--- src/rtl/bus_cycle_ctrl.sv ---
`default_nettype none
`timescale 1ns/1ps
// ============================================================================
//  Module      : bus_cycle_ctrl
//  Description : Minimum-mode 8088 bus-cycle sequencer. Accepts a physical
//                address plus read/write request from the BIU and runs the
//                external T1..T4 bus cycle on a demultiplexed view of the AD
//                bus. It inserts TW states while READY is low and returns
//                read bytes to the BIU. A bounded wait counter aborts hung
//                cycles.
//  Revision    : 1.0 - initial release
// ----------------------------------------------------------------------------
//  Parameters
//    MAX_WAIT   maximum consecutive TW states before abort (1..255)
//  Ports
//    clk        system clock, all state on rising edge
//    reset      asynchronous, active-low reset
//    req        cycle request, sampled only in IDLE or T4
//    rd_wr      1 = read, 0 = write (captured with req)
//    io_m       1 = I/O, 0 = memory (captured with req)
//    Direction  20-bit physical address (captured with req)
//    wr_data    write byte (captured with req)
//    READY      external ready, sampled in T3/TW
//    A_hi       address bits 19:8, held T1..T4
//    AD_out     address 7:0 in T1, write data T2..T4
//    AD_oe      AD pin drive enable
//    AD_in      AD pin input
//    ALE        address latch enable, T1 only
//    RD_n/WR_n  active-low read / write strobes
//    IO_M       captured io_m for the running cycle
//    DT_R       transceiver direction, 1 = transmit (write)
//    DEN_n      active-low transceiver enable
//    rd_data    byte captured on read completion
//    busy       high while a cycle is in progress
//    done       one-cycle pulse in T4
//    err        one-cycle pulse in T4 of an aborted cycle
// ============================================================================
module bus_cycle_ctrl #(
    parameter int MAX_WAIT = 15
) (
    input  logic        clk,
    input  logic        reset,
    input  logic        req,
    input  logic        rd_wr,
    input  logic        io_m,
    input  logic [19:0] Direction,
    input  logic [7:0]  wr_data,
    input  logic        READY,
    output logic [11:0] A_hi,
    output logic [7:0]  AD_out,
    output logic        AD_oe,
    input  logic [7:0]  AD_in,
    output logic        ALE,
    output logic        RD_n,
    output logic        WR_n,
    output logic        IO_M,
    output logic        DT_R,
    output logic        DEN_n,
    output logic [7:0]  rd_data,
    output logic        busy,
    output logic        done,
    output logic        err
);

    // ------------------------------------------------------------------------
    // State encoding
    // ------------------------------------------------------------------------
    localparam logic [2:0] c_S_IDLE = 3'd0;
    localparam logic [2:0] c_S_T1   = 3'd1;
    localparam logic [2:0] c_S_T2   = 3'd2;
    localparam logic [2:0] c_S_T3   = 3'd3;
    localparam logic [2:0] c_S_TW   = 3'd4;
    localparam logic [2:0] c_S_T4   = 3'd5;

    localparam logic [7:0] c_MAX_WAIT = 8'(MAX_WAIT);

    logic [2:0]  state_q, state_d;
    logic        rdwr_q;
    logic        iom_q;
    logic [19:0] addr_q;
    logic [7:0]  wdata_q;
    logic [7:0]  wait_cnt_q, wait_cnt_d;
    logic        abort_q, abort_d;
    logic [7:0]  rd_data_q;

    logic        w_accept;
    logic        w_timeout;
    logic        w_sample_rd;

    // A new request is only taken when the bus is free (IDLE) or finishing (T4),
    // which gives back-to-back cycles with no idle gap.
    assign w_accept    = req && ((state_q == c_S_IDLE) || (state_q == c_S_T4));

    // Counter already shows the number of TW states spent, so reaching the
    // limit while still not ready ends the cycle.
    assign w_timeout   = (state_q == c_S_TW) && !READY && (wait_cnt_q == c_MAX_WAIT);

    // Read data is latched on the edge that leaves T3/TW with READY high.
    assign w_sample_rd = rdwr_q && READY &&
                         ((state_q == c_S_T3) || (state_q == c_S_TW));

    // ------------------------------------------------------------------------
    // State register
    // ------------------------------------------------------------------------
    always_ff @(posedge clk or negedge reset) begin
        if (!reset) begin
            state_q <= c_S_IDLE;
        end else begin
            state_q <= state_d;
        end
    end

    // ------------------------------------------------------------------------
    // Next-state logic
    // ------------------------------------------------------------------------
    always_comb begin
        state_d = state_q;
        case (state_q)
            c_S_IDLE: if (req) state_d = c_S_T1;
            c_S_T1:   state_d = c_S_T2;
            c_S_T2:   state_d = c_S_T3;
            c_S_T3:   state_d = READY ? c_S_T4 : c_S_TW;
            c_S_TW:   if (READY || w_timeout) state_d = c_S_T4;
            c_S_T4:   state_d = req ? c_S_T1 : c_S_IDLE;
            default:  state_d = c_S_IDLE;
        endcase
    end

    // ------------------------------------------------------------------------
    // Wait counter and abort flag
    // ------------------------------------------------------------------------
    always_comb begin
        wait_cnt_d = wait_cnt_q;
        if ((state_q == c_S_T3) && !READY) begin
            wait_cnt_d = 8'd1;
        end else if ((state_q == c_S_TW) && !READY && !w_timeout) begin
            wait_cnt_d = wait_cnt_q + 8'd1;
        end
    end

    // The abort flag only lives through the T4 of the aborted cycle.
    always_comb begin
        abort_d = abort_q;
        if (state_q == c_S_T4) begin
            abort_d = 1'b0;
        end else if (w_timeout) begin
            abort_d = 1'b1;
        end
    end

    // ------------------------------------------------------------------------
    // Request capture, counters and read data
    // ------------------------------------------------------------------------
    always_ff @(posedge clk or negedge reset) begin
        if (!reset) begin
            rdwr_q     <= 1'b0;
            iom_q      <= 1'b0;
            addr_q     <= 20'd0;
            wdata_q    <= 8'd0;
            wait_cnt_q <= 8'd0;
            abort_q    <= 1'b0;
            rd_data_q  <= 8'd0;
        end else begin
            if (w_accept) begin
                rdwr_q  <= rd_wr;
                iom_q   <= io_m;
                addr_q  <= Direction;
                wdata_q <= wr_data;
            end
            wait_cnt_q <= wait_cnt_d;
            abort_q    <= abort_d;
            if (w_sample_rd) begin
                rd_data_q <= AD_in;
            end
        end
    end

    // ------------------------------------------------------------------------
    // Moore output decode
    // ------------------------------------------------------------------------
    always_comb begin
        logic w_busy;
        logic w_t1;
        logic w_t4;
        logic w_strobe;

        w_busy   = (state_q != c_S_IDLE);
        w_t1     = (state_q == c_S_T1);
        w_t4     = (state_q == c_S_T4);
        // Strobe window: T2, T3 and every TW.
        w_strobe = (state_q == c_S_T2) || (state_q == c_S_T3) || (state_q == c_S_TW);

        A_hi    = w_busy ? addr_q[19:8] : 12'd0;
        ALE     = w_t1;
        IO_M    = w_busy ? iom_q : 1'b0;
        DT_R    = w_busy ? ~rdwr_q : 1'b0;
        busy    = w_busy;
        done    = w_t4;
        err     = w_t4 && abort_q;
        rd_data = rd_data_q;

        AD_out  = 8'd0;
        AD_oe   = 1'b0;
        if (w_t1) begin
            AD_out = addr_q[7:0];
            AD_oe  = 1'b1;
        end else if (w_busy && !rdwr_q) begin
            AD_out = wdata_q;
            AD_oe  = 1'b1;
        end

        RD_n  = ~(w_strobe && rdwr_q);
        WR_n  = ~(w_strobe && !rdwr_q);
        // A write keeps the transceiver enabled through T4 so data stays
        // valid while WR_n rises; a read releases it as soon as data is taken.
        DEN_n = ~(w_strobe || (w_t4 && !rdwr_q));
    end

endmodule
`default_nettype wire
--- config.mk ---
export PLATFORM = sky130hd
export DESIGN_NAME = bus_cycle_ctrl
export DESIGN_NICKNAME = d
export VERILOG_FILES = /design/src/rtl/bus_cycle_ctrl.sv
export SDC_FILE = /design/constraint.sdc
export NUM_CORES = 1
export LEC_CHECK = 0
export BUFFER_PORTS_ARGS = -buffer_cell sky130_fd_sc_hd__buf_2
export CAP_MARGIN = 20
export CORE_MARGIN = 2
export CORE_UTILIZATION = 54
export CTS_CLUSTER_SIZE = 40
export DETAILED_ROUTE_END_ITERATION = 12
export GPL_ROUTABILITY_DRIVEN = 0
export PLACE_DENSITY_LB_ADDON = 0.05
export SETUP_SLACK_MARGIN = 0.2
export SLEW_MARGIN = 20
export SYNTH_ARGS = -nofsm -noshare
export SYNTH_HDL_FRONTEND = slang
export SYNTH_SLANG_ARGS = --single-unit
--- constraint.sdc ---
create_clock -name clk -period 3.7 [get_ports clk]
set_clock_uncertainty 0.05 [all_clocks]
set_input_delay 0.555 -clock clk [delete_from_list [all_inputs] [get_ports clk]]
set_output_delay 0.555 -clock clk [all_outputs]
set_load 0.02 [all_outputs]
; ---- Word-level counts from Yosys, hierarchy flattened
; Index checks and enable logic that the tools add are counted.
[classes]
n_mux = 16
n_eq_ne = 8
n_addsub = 1
bitwise_logic = 4
reduce_logical = 26
[ops]
columns = op, n
row1 = $mux 8, 4
row2 = $pmux 3 s6, 1
row3 = $logic_and 1x1->1, 12
row4 = $mux 12, 1
row5 = $add 8x1->8 const B, 1
row6 = $eq 8x4->1 const B, 1
row7 = $mux 1, 8
row8 = $eq 3x2->1 const B, 2
row9 = $eq 3x3->1 const B, 2
row10 = $logic_or 1x1->1, 6
row11 = $mux 3, 2
row12 = $not 1->1, 4
row13 = $reduce_bool 2->1, 2
row14 = $eq 3x1->1 const B, 1
row15 = $logic_not 1->1, 3
row16 = $logic_not 3->1, 1
row17 = $reduce_bool 3->1, 1
row18 = $ne 2x1->1 const B, 1
row19 = $ne 2x2->1 const B, 1
row20 = $reduce_and 2->1, 1
[word_totals]
register_bits = 50
output_inout_bits = 38

; ---- Logic depth before layout (Yosys ltp)
; Gate-level depths: netlist of the first run.
[depth]
depth_word = 7
mapped_depth = 5
mapped_depth_nobuf = 4

; ---- Least setup slack after synthesis of the first run
; OpenSTA, ideal clock, no wires.
[synth_timing]
path_kind = flip-flop to output port
start = register state_q[2]
end = output port AD_oe
path_slack_ns = 1.505
arrival_ns = 1.590
n_path_buf = 1
path_stages_with_launch = 5
cell_sequence = dfrtp_1 > clkbuf_1 > nor3_1 > nor2_1 > or2_2
[synth_via]
elab_chain_len = 4
[synth_rtl]
columns = element, line
row1 = "start, declared", 77  ; logic [2:0] state_q, state_d;
row2 = "start signal, assigned", 107  ; state_q <= c_S_IDLE;
row3 = "start signal, assigned", 109  ; state_q <= state_d;
row4 = $reduce_bool 3->1, 187  ; w_busy = (state_q != c_S_IDLE);
row5 = $logic_and 1x1->1, 207  ; end else if (w_busy && !rdwr_q) begin
row6 = $mux 1, 207
row7 = $mux 1 *, 204  ; if (w_t1) begin
row8 = "end, declared", 51  ; output logic AD_oe,
; Every way passes the cells marked *; elsewhere a longest branch is shown, timed or not.

; ---- Worst setup path in the final report of the first run
[layout_timing]
start = register state_q[1]
end = output port AD_out[4]
[layout_via]
elab_chain_len = 4
[layout_rtl]
columns = element, line
row1 = $reduce_bool 3->1, 187
row2 = $logic_and 1x1->1, 207
row3 = $mux 8, 207
row4 = $mux 8 *, 204
row5 = "end, declared", 50  ; output logic [7:0] AD_out,
; Marks and branches as above.

==> impl_metrics.yaml, run 1 <==
run_status:
  status: "completed"
synth:
  syn_area_per_cell_um2: 12.2
  synth_area_leaders: "dfrtp_1, mux2_2, nor2b_1, a22o_1, mux2i_1"
  synth.distinct_cells: 40
  yosysSeqAreaShare: 0.535
  synthCells: 192
  synth_seq_cells: 50
  synth_common_cells: "dfrtp_1, mux2_2, nor2b_1, nand2_1, a22o_1"
  yosysTopAreaCellShare: 0.535
  synth-async-reset-ratio: 1.00
  yosysTopAreaCell: "dfrtp_1"
  ys_warn_count: 0
  synth_area_um2: 2340
  synth_nets: 235
  yosysMostFrequentCell: "dfrtp_1"
  synth_top_flop_cell: "dfrtp_1"
  synth_edf_count: 0
sta:
  setup-tns-final_ps: 0
  slew_violations: 0
  fin_crit_sh: 0.667
  clock.fmax_mhz: 405
  rsz0062_at_grt: "false"
  tightestPinTransition_ps: 863
  setup_violations: 0
  fin_crit_ps: 2470
  maxSlewHeadroom: 0.417
  holdWs_ps: 178
  hold_viol: 0
power_and_ir_drop:
  internal_power_w: 0.00151
  p_seq_frac: 0.381
  p_switching_w: 0.00104
  power_leakage_nw: 1.38
  ir_worst_vdd_mv: 0.448
  clkPwrFrac: 0.115
  power_density_nw_per_um2: 893
  p_comb_frac: 0.504
  swShare: 0.407
drt:
  routed_wl_um: 4510
  ant_nets: 0
  routed_via_density: 5.32
  dr.pass1.iters: 4
  drtIter0Drc: 101
  wl_per_cell_um: 14.1
  vias: 1709
  drc_errors: 0
grt:
  grt_max_degree: 31
  grt_use_total: 0.198
  antenna_found_initial: 0
  grt_pass1_vias: 1694
  grt_overflow: 0
  grt_pass1_wl_um: 7790
cts:
  clock-sinks: 50
  clk_pin_slew_ps: 90
  hold_buffers: 0
  cts-root-buf: "clkbuf_8"
  cts_tree: "built"
  htreeDepth: 2
  cts.path.max_buffers: 2
  clock_latency_ps: 290
  cts.repair.resized: 0
  cts_made_buffers: 5
  cts_setup_buffers: 0
die:
  row_count: 23
  dieHeight_um: 69.8
  start_util: 0.573
  die_w_um: 69.8
  io_pins: 80
  dieArea_um2: 4880
  core-area_um2: 4090
layout:
  drive_gt1_frac: 0.480
  fin_util: 0.699
  nets: 314
  areaGrowthSynthToFinish_pct: 22.0
  antennaDiodeCount: 0
  n_fill_cell: 320
critical_path:
  start_kind: "register"
  critical_path_class: "reg -> out"
  crit_path_max_fanout: 16
  end_kind: "primary output"
  cp_common_cell: "nor2_1"
  path_cells: "nor2_1 -> nor2_1 -> a22o_1 -> buf_2"
  slowest_stage: "dfrtp_1"
  arrival_ps: 1860
  crit_required_ps: 3090
  cpPeakStageDelay_ps: 620
place:
  port_buffers: 79
  dp.final_hpwl_um: 3310
flow_run:
  cap_viol_max_count: 0
min_path:
  min_path_type: "in -> async"
[metal layers]
| metal | global-route usage | vias to the layer above | wire length, um |
|---|---|---|---|
| li1 | - | 843 | - |
| met1 | 0.272 | 805 | 2020 |
| met2 | 0.313 | 59 | 2180 |
| met3 | 0.0552 | 2 | 300 |
| met4 | 0.0449 | 0 | 17 |
| met5 | 0 | - | 0 |
[cell families after synthesis]
family / share of synthesized area
multiplexers: 0.200
AND/OR/NAND/NOR: 0.148
buffers and inverters: 0.0278
AO/OA/AOI/OAI: 0.0770
XOR/XNOR: 0.00749
adder cells (fa/ha/maj): 0.00535
flip-flops: 0.535
[power by group through the flow]
stage	Combinational [W]	Clock [W]	Sequential (W)
2_1_floorplan	0.000938	0	0.000963
3_3_place_gp	0.00127	0	0.000973
3_5_place_dp	0.00130	0	0.000984
4_1_cts	0.00130	0.000304	0.000973
5_1_grt	0.00139	0.000330	0.00102
6_report	0.00129	0.000293	0.000970
[worst paths after layout]
kind                            start       endpoint  slack (ps)  cells past startpoint
min                             reset  wait_cnt_q[5]         180                      1
max                        state_q[1]      AD_out[4]        1230                      4
min in group clk                 io_m          iom_q         440                      2
max reg2reg                state_q[0]  wait_cnt_q[6]        1650                      3
min reg2reg                addr_q[13]     addr_q[13]         450                      1
max in group asynchronous       reset     wdata_q[0]        2690                      2
[state kept, by name, indices dropped and copies added (netlist names)]
name / flops
addr_q: 20
rd_data: 8
wait_cnt_q: 8
wdata_q: 8
state_q: 3
abort_q: 1
iom_q: 1
rdwr_q: 1
[cell type report]
type / count / area (um^2) / share of cell area
Sequential cell: 50 / 1250 / 0.438
Multi-Input combinational cell: 128 / 1030 / 0.360
Timing Repair Buffer: 82 / 418 / 0.146
Clock buffer: 6 / 72.6 / 0.0254
Tap cell: 50 / 62.6 / 0.0219
Inverter: 4 / 15.0 / 0.00526
Clock inverter: 1 / 7.51 / 0.00263
[worst max-delay path: cells and delay by family, from the launching register on]
| kind | cells | cell delay [ps] |
|---|---|---|
| buf+inv | 1 | 160 |
| simple gates | 2 | 560 |
| flops | 1 | 620 |
| compound gates | 1 | 230 |
[stage by stage]
stage               cells  total power, W  cell area [um^2]  setup slack [ps]
finish                321         0.00255              2860              1230
global route          321         0.00273              2860              1050
CTS                   321         0.00258              2860              1210
detailed placement    314         0.00228              2780              1550
global placement      314         0.00225              2780              1590
floorplan             192         0.00190              2340              1510
[cells in the final DEF, fill, tap and decap left out, drive strengths merged, types with 2 or more instances in the layout]
master  instances
a211oi          2
a21oi           6
a22o            8
and2            2
and3            2
buf            82
clkbuf          6
dfrtp          50
inv             4
mux2           38
mux2i           4
nand2           9
nand2b          2
nor2            7
nor2b          16
nor3            2
nor3b           2
nor4            3
o21ai           3
o31ai           2
or4             4
Power figures use the tool's default switching activity.
==> run 2: changes to the inputs <==
Settings changed: ABC_AREA from default to 1, CORE_UTILIZATION 54 to 51.
Clock period 3.7 ns to 2.4 ns, I/O delays scaled along.
==> impl_metrics.yaml, run 2 <==
synth:
  yosysTopAreaCell: "dfrtp_1"
  syn_area_per_cell_um2: 8.08
  synth-async-reset-ratio: 1.00
  synthCells: 327
  synth_edf_count: 0
  synth_top_family_by_area: "simple AND/OR/NAND/NOR gates"
  synth_common_cells: "nand2_1, inv_1, dfrtp_1, o21ai_2, nor2_1"
  synthXorXnorAreaFrac: 0.00995
  synth_nets: 370
  synth_compound_area_frac: 0.152
  synth_top_flop_cell: "dfrtp_1"
  synth_area_leaders: "dfrtp_1, nand2_1, o21ai_2, inv_1, nor2_1"
  yosysTopAreaCellShare: 0.474
  ys_warn_count: 0
  synthSimpleGateAreaFrac: 0.224
  yosysSeqAreaShare: 0.474
  yosysMostFrequentCell: "nand2_1"
  synth_area_um2: 2640
  synth_seq_cells: 50
  synth.area.mux_share: 0
  synthAdderAreaFrac: 0.00474
  synth.distinct_cells: 25
power_and_ir_drop:
  p_seq_frac: 0.365
  p_switching_w: 0.00187
  internal_power_w: 0.00213
  power_leakage_nw: 1.81
  swShare: 0.468
  p_comb_frac: 0.515
  power_density_nw_per_um2: 1260
  clkPwrFrac: 0.120
  ir_worst_vdd_mv: 0.671
cts:
  htreeDepth: 2
  clk_pin_slew_ps: 90
  cts.path.max_buffers: 2
  clock_latency_ps: 300
  cts-root-buf: "clkbuf_8"
  clock-sinks: 50
  cts_tree: "built"
  cts_setup_buffers: 0
  hold_buffers: 0
  cts_made_buffers: 5
critical_path:
  critical_path_class: "reg -> out"
  end_kind: "primary output"
  crit_required_ps: 1990
  crit_path_max_fanout: 10
  arrival_ps: 1630
  r2r_setup_slack_ps: 720
  start_kind: "register"
sta:
  setup-tns-final_ps: 0
  fin_crit_ps: 2040
  maxSlewHeadroom: 0.584
  tightestPinTransition_ps: 624
  rsz0062_at_grt: "false"
  timing.final.ws_setup_ps: 362
  clock.fmax_mhz: 491
  slew_violations: 0
  hold_viol: 0
  fin_crit_sh: 0.849
  setup_violations: 0
  holdWs_ps: 106
grt:
  grt_pass1_wl_um: 9230
  grt_max_degree: 51
  grt_use_total: 0.193
  grt_overflow: 0
  antenna_found_initial: 0
  grt_pass1_vias: 2149
place:
  port_buffers: 79
  dp.cells: 470
  pre_cts_slack_ps: 511
  dp.final_hpwl_um: 3810
  place_area_um2: 3070
layout:
  mostFrequentLayoutCell: "nand2_1"
  final_cells: 478
  drive_gt1_frac: 0.333
  regMostFlops: "addr_q"
  layout_common_cells: "nand2_1, buf_2, inv_1"
  antennaDiodeCount: 0
  largest_register_ff_count: 20
  nets: 450
  final_area_um2: 3160
  areaGrowthSynthToFinish_pct: 19.8
  n_fill_cell: 485
die:
  start_util: 0.524
  dieHeight_um: 76.0
  core-area_um2: 5040
  die_w_um: 76.0
  row_count: 26
  dieArea_um2: 5770
  io_pins: 80
drt:
  routed_via_density: 4.53
  drtIter0Drc: 105
  wl_per_cell_um: 10.5
  routed_wl_um: 5040
  ant_nets: 0
  vias: 2167
  drc_errors: 0
  dr.pass1.iters: 4
flow_run:
  cap_viol_max_count: 0
run_status:
  status: "completed"
min_path:
  min_path_type: "in -> async"
## run 2: cell types whose count changed after synthesis, moves of 10 or more
cell,change
nand2_1,+78
inv_1,+62
mux2_2,-38
o21ai_2,+30
nor2_1,+18
nor2b_1,-16
nand3_1,+12
o21ai_0,+10
## run 2: cell families after synthesis
group           Yosys count
fa+ha+maj                 1
buf+inv                  80
flops                    50
compound gates           55
simple gates            138
xor+xnor                  3
## run 2: path summary, 6_finish.rpt
kind                               start       endpoint  cells past startpoint
setup / recovery              state_q[0]      AD_out[5]                      5
hold / removal                     reset  wait_cnt_q[2]                      2
setup reg to reg           wait_cnt_q[0]  wait_cnt_q[5]                      7
hold reg to reg               addr_q[13]     addr_q[13]                      2
max in group asynchronous          reset     wdata_q[2]                      2
min in group clk                AD_in[4]     rd_data[4]                      3
## run 2: final cells by class
cell class	count	area [um^2]	share of cell area
flip-flops and latches	50	1250	0.396
multi-input cells	197	1040	0.328
repair buffers	82	430	0.136
inverters	71	270	0.0854
well taps	70	87.6	0.0277
clock buffers	6	72.6	0.0229
clock inverters	2	13.8	0.00435
## run 2: critical path, stage by stage (launching register included)
cell and delay (ps):
dfrtp_1 460, nor2_2 220, nand2_4 90, nand2_1 240, o21ai_0 150, buf_2 170
## run 2: metrics by stage
step,total power (W),utilization
finish,0.00400,0.627
global route,0.00436,0.627
floorplan,0.00300,-
detailed placement,0.00356,0.609
CTS,0.00406,0.626
global placement,0.00352,0.609
## run 2: metal layers
metal	share of wire	up-vias	GRT usage
li1	-	1149	-
met1	0.46	969	0.243
met2	0.49	42	0.339
met3	0.038	7	0.0321
met4	0.014	0	0.0655
met5	0	-	0
## run 2: power groups by stage
stage / combinational [W] / sequential, W / clock [W]
2_1_floorplan: 0.00151 / 0.00149 / 0
3_3_place_gp: 0.00205 / 0.00147 / 0
3_5_place_dp: 0.00208 / 0.00148 / 0
4_1_cts: 0.00209 / 0.00146 / 0.000504
5_1_grt: 0.00233 / 0.00151 / 0.000529
6_report: 0.00206 / 0.00146 / 0.000478
## run 2: timing repair
action                                  CTS  global route
resized for setup                         1             1
pin swaps                                 0             0
endpoints found under the setup margin    8             8
==> run 3: changes to the inputs <==
Clock period 2.4 ns to 2 ns, I/O delays scaled along.
==> impl_metrics.yaml, run 3 (synthesis results as in run 2) <==
power_and_ir_drop:
  internal_power_w: 0.00288
  total_power_w: 0.00539
  p_comb_frac: 0.557
  p_switching_w: 0.00250
  clkPwrFrac: 0.116
  ir_worst_vdd_mv: 0.836
  swShare: 0.465
  p_seq_frac: 0.327
  power_leakage_nw: 1.90
  power_density_nw_per_um2: 1590
critical_path:
  rr_worst_depth: 6
  end_kind: "primary output"
  crit_end: "AD_out[6]"
  r2r_setup_slack_ps: 290
  start_kind: "register"
  startpoint: "state_q[2]"
  critical_path_class: "reg -> out"
  crit_path_max_fanout: 5
  crit_required_ps: 1650
  arrival_ps: 1440
  r2r_end: "wdata_q[3]"
  crit-reg2reg-launch: "state_q[0]"
sta:
  fin_crit_sh: 0.897
  hold_viol: 0
  fin_crit_ps: 1790
  setup_violations: 0
  clock.fmax_mhz: 557
  holdWs_ps: 171
  slew_violations: 0
  rsz0062_at_grt: "true"
  timing.final.ws_setup_ps: 206
  maxSlewHeadroom: 0.620
  tightestPinTransition_ps: 570
  setup-tns-final_ps: 0
flow_run:
  cap_viol_max_count: 0
min_path:
  hold_depth: 3
  min_path_type: "in -> reg"
layout:
  nets: 460
  final_area_um2: 3390
  multi_input_area_um2: 1100
  n_fill_cell: 454
  mostFrequentLayoutCell: "nand2_1"
  largest_register_ff_count: 20
  regMostFlops: "addr_q"
  drive_gt1_frac: 0.383
  ff_latch_area_um2: 1250
  layout_common_cells: "nand2_1, buf_2, inv_1"
  areaGrowthSynthToFinish_pct: 28.3
  antennaDiodeCount: 0
drt:
  drtIter0Drc: 109
  vias: 2280
  drc_errors: 0
  wl_per_cell_um: 12.3
  routed_via_density: 4.67
  ant_nets: 0
  dr.pass1.iters: 4
  routed_wl_um: 6020
grt:
  grt_max_degree: 55
  grt_pass1_wl_um: 9630
  grt_pass1_vias: 2185
  grt_use_total: 0.207
  grt_overflow: 0
  antenna_found_initial: 0
die:
  core-area_um2: 5040
  dieArea_um2: 5770
  start_util: 0.524
  dieHeight_um: 76.0
  io_pins: 80
  row_count: 26
  die_w_um: 76.0
cts:
  cts_made_buffers: 5
  clock_latency_ps: 300
  clock-sinks: 50
  cts-root-buf: "clkbuf_8"
  cts.path.max_buffers: 2
  cts_tree: "built"
  htreeDepth: 2
  clk_pin_slew_ps: 90
place:
  place_area_um2: 3080
  pre_cts_slack_ps: 378
  port_buffers: 79
  dp.final_hpwl_um: 4030
run_status:
  status: "completed"
==> run 3: cell types whose count changed in the layout (fill, tap and decap cells not counted), moves of 5 or more <==
cell / previous run / this run
buf_6: 0 / 5
o21ai_0: 13 / 5
buf_2: 79 / 70
o21ai_1: 8 / 13
buf_4: 2 / 13
nand2_2: 4 / 10
nand2_1: 87 / 79
==> run 3: worst min path at each step <==
stage	startpoint	slack (ps)	endpoint
after floorplan	reset	-50	abort_q
after global placement	reset	280	addr_q[13]
after detailed placement	reset	280	addr_q[13]
after CTS	AD_in[4]	170	rd_data[4]
after global routing	AD_in[1]	170	rd_data[1]
final	AD_in[6]	170	rd_data[6]
==> run 3: metrics by stage <==
step                      instances   util
after floorplan                 327      -
after global placement          471  0.610
after detailed placement        471  0.610
after CTS                       485  0.644
after global routing            488  0.672
final                           488  0.672
==> run 3: worst max-delay path, stage by stage, from the launching register on <==
cell and delay [ps]:
dfrtp_2 450, inv_4 100, nand3_4 140, buf_6 170, nand2_1 60, o21ai_1 60, buf_4 150
==> run 3: power by group through the flow <==
stage | registers, W | logic [W] | clock network (W)
floorplan | 0.00178 | 0.00182 | 0
global placement | 0.00175 | 0.00249 | 0
detailed placement | 0.00175 | 0.00252 | 0
CTS | 0.00174 | 0.00265 | 0.000629
global route | 0.00182 | 0.00330 | 0.000681
finish | 0.00176 | 0.00300 | 0.000625
==> run 3: repair_timing <==
action,4_1_cts,5_1_grt
cloned,1,2
pin swaps,0,2
endpoints found under the hold margin,23,0
hold buffers,1,0
endpoints found under the setup margin,13,31
setup buffers,4,1
gates resized for setup,9,42
==> run 3: cell type report <==
class | instances | share of cell area
Timing Repair Buffer | 91 | 0.165
Clock inverter | 1 | 0.00258
Inverter | 71 | 0.0846
Clock buffer | 7 | 0.0255
Tap cell | 70 | 0.0258
Timing Repair inverter | 1 | 0.00148
Multi-Input combinational cell | 197 | 0.325
Sequential cell | 50 | 0.370
==> run 3: layer usage <==
metal	vias to the layer above	global-route usage	part of all wire
met4	0	0.0436	0.0091
met5	-	0	0
li1	1173	-	-
met2	55	0.379	0.52
met3	5	0.0417	0.039
met1	1047	0.253	0.43
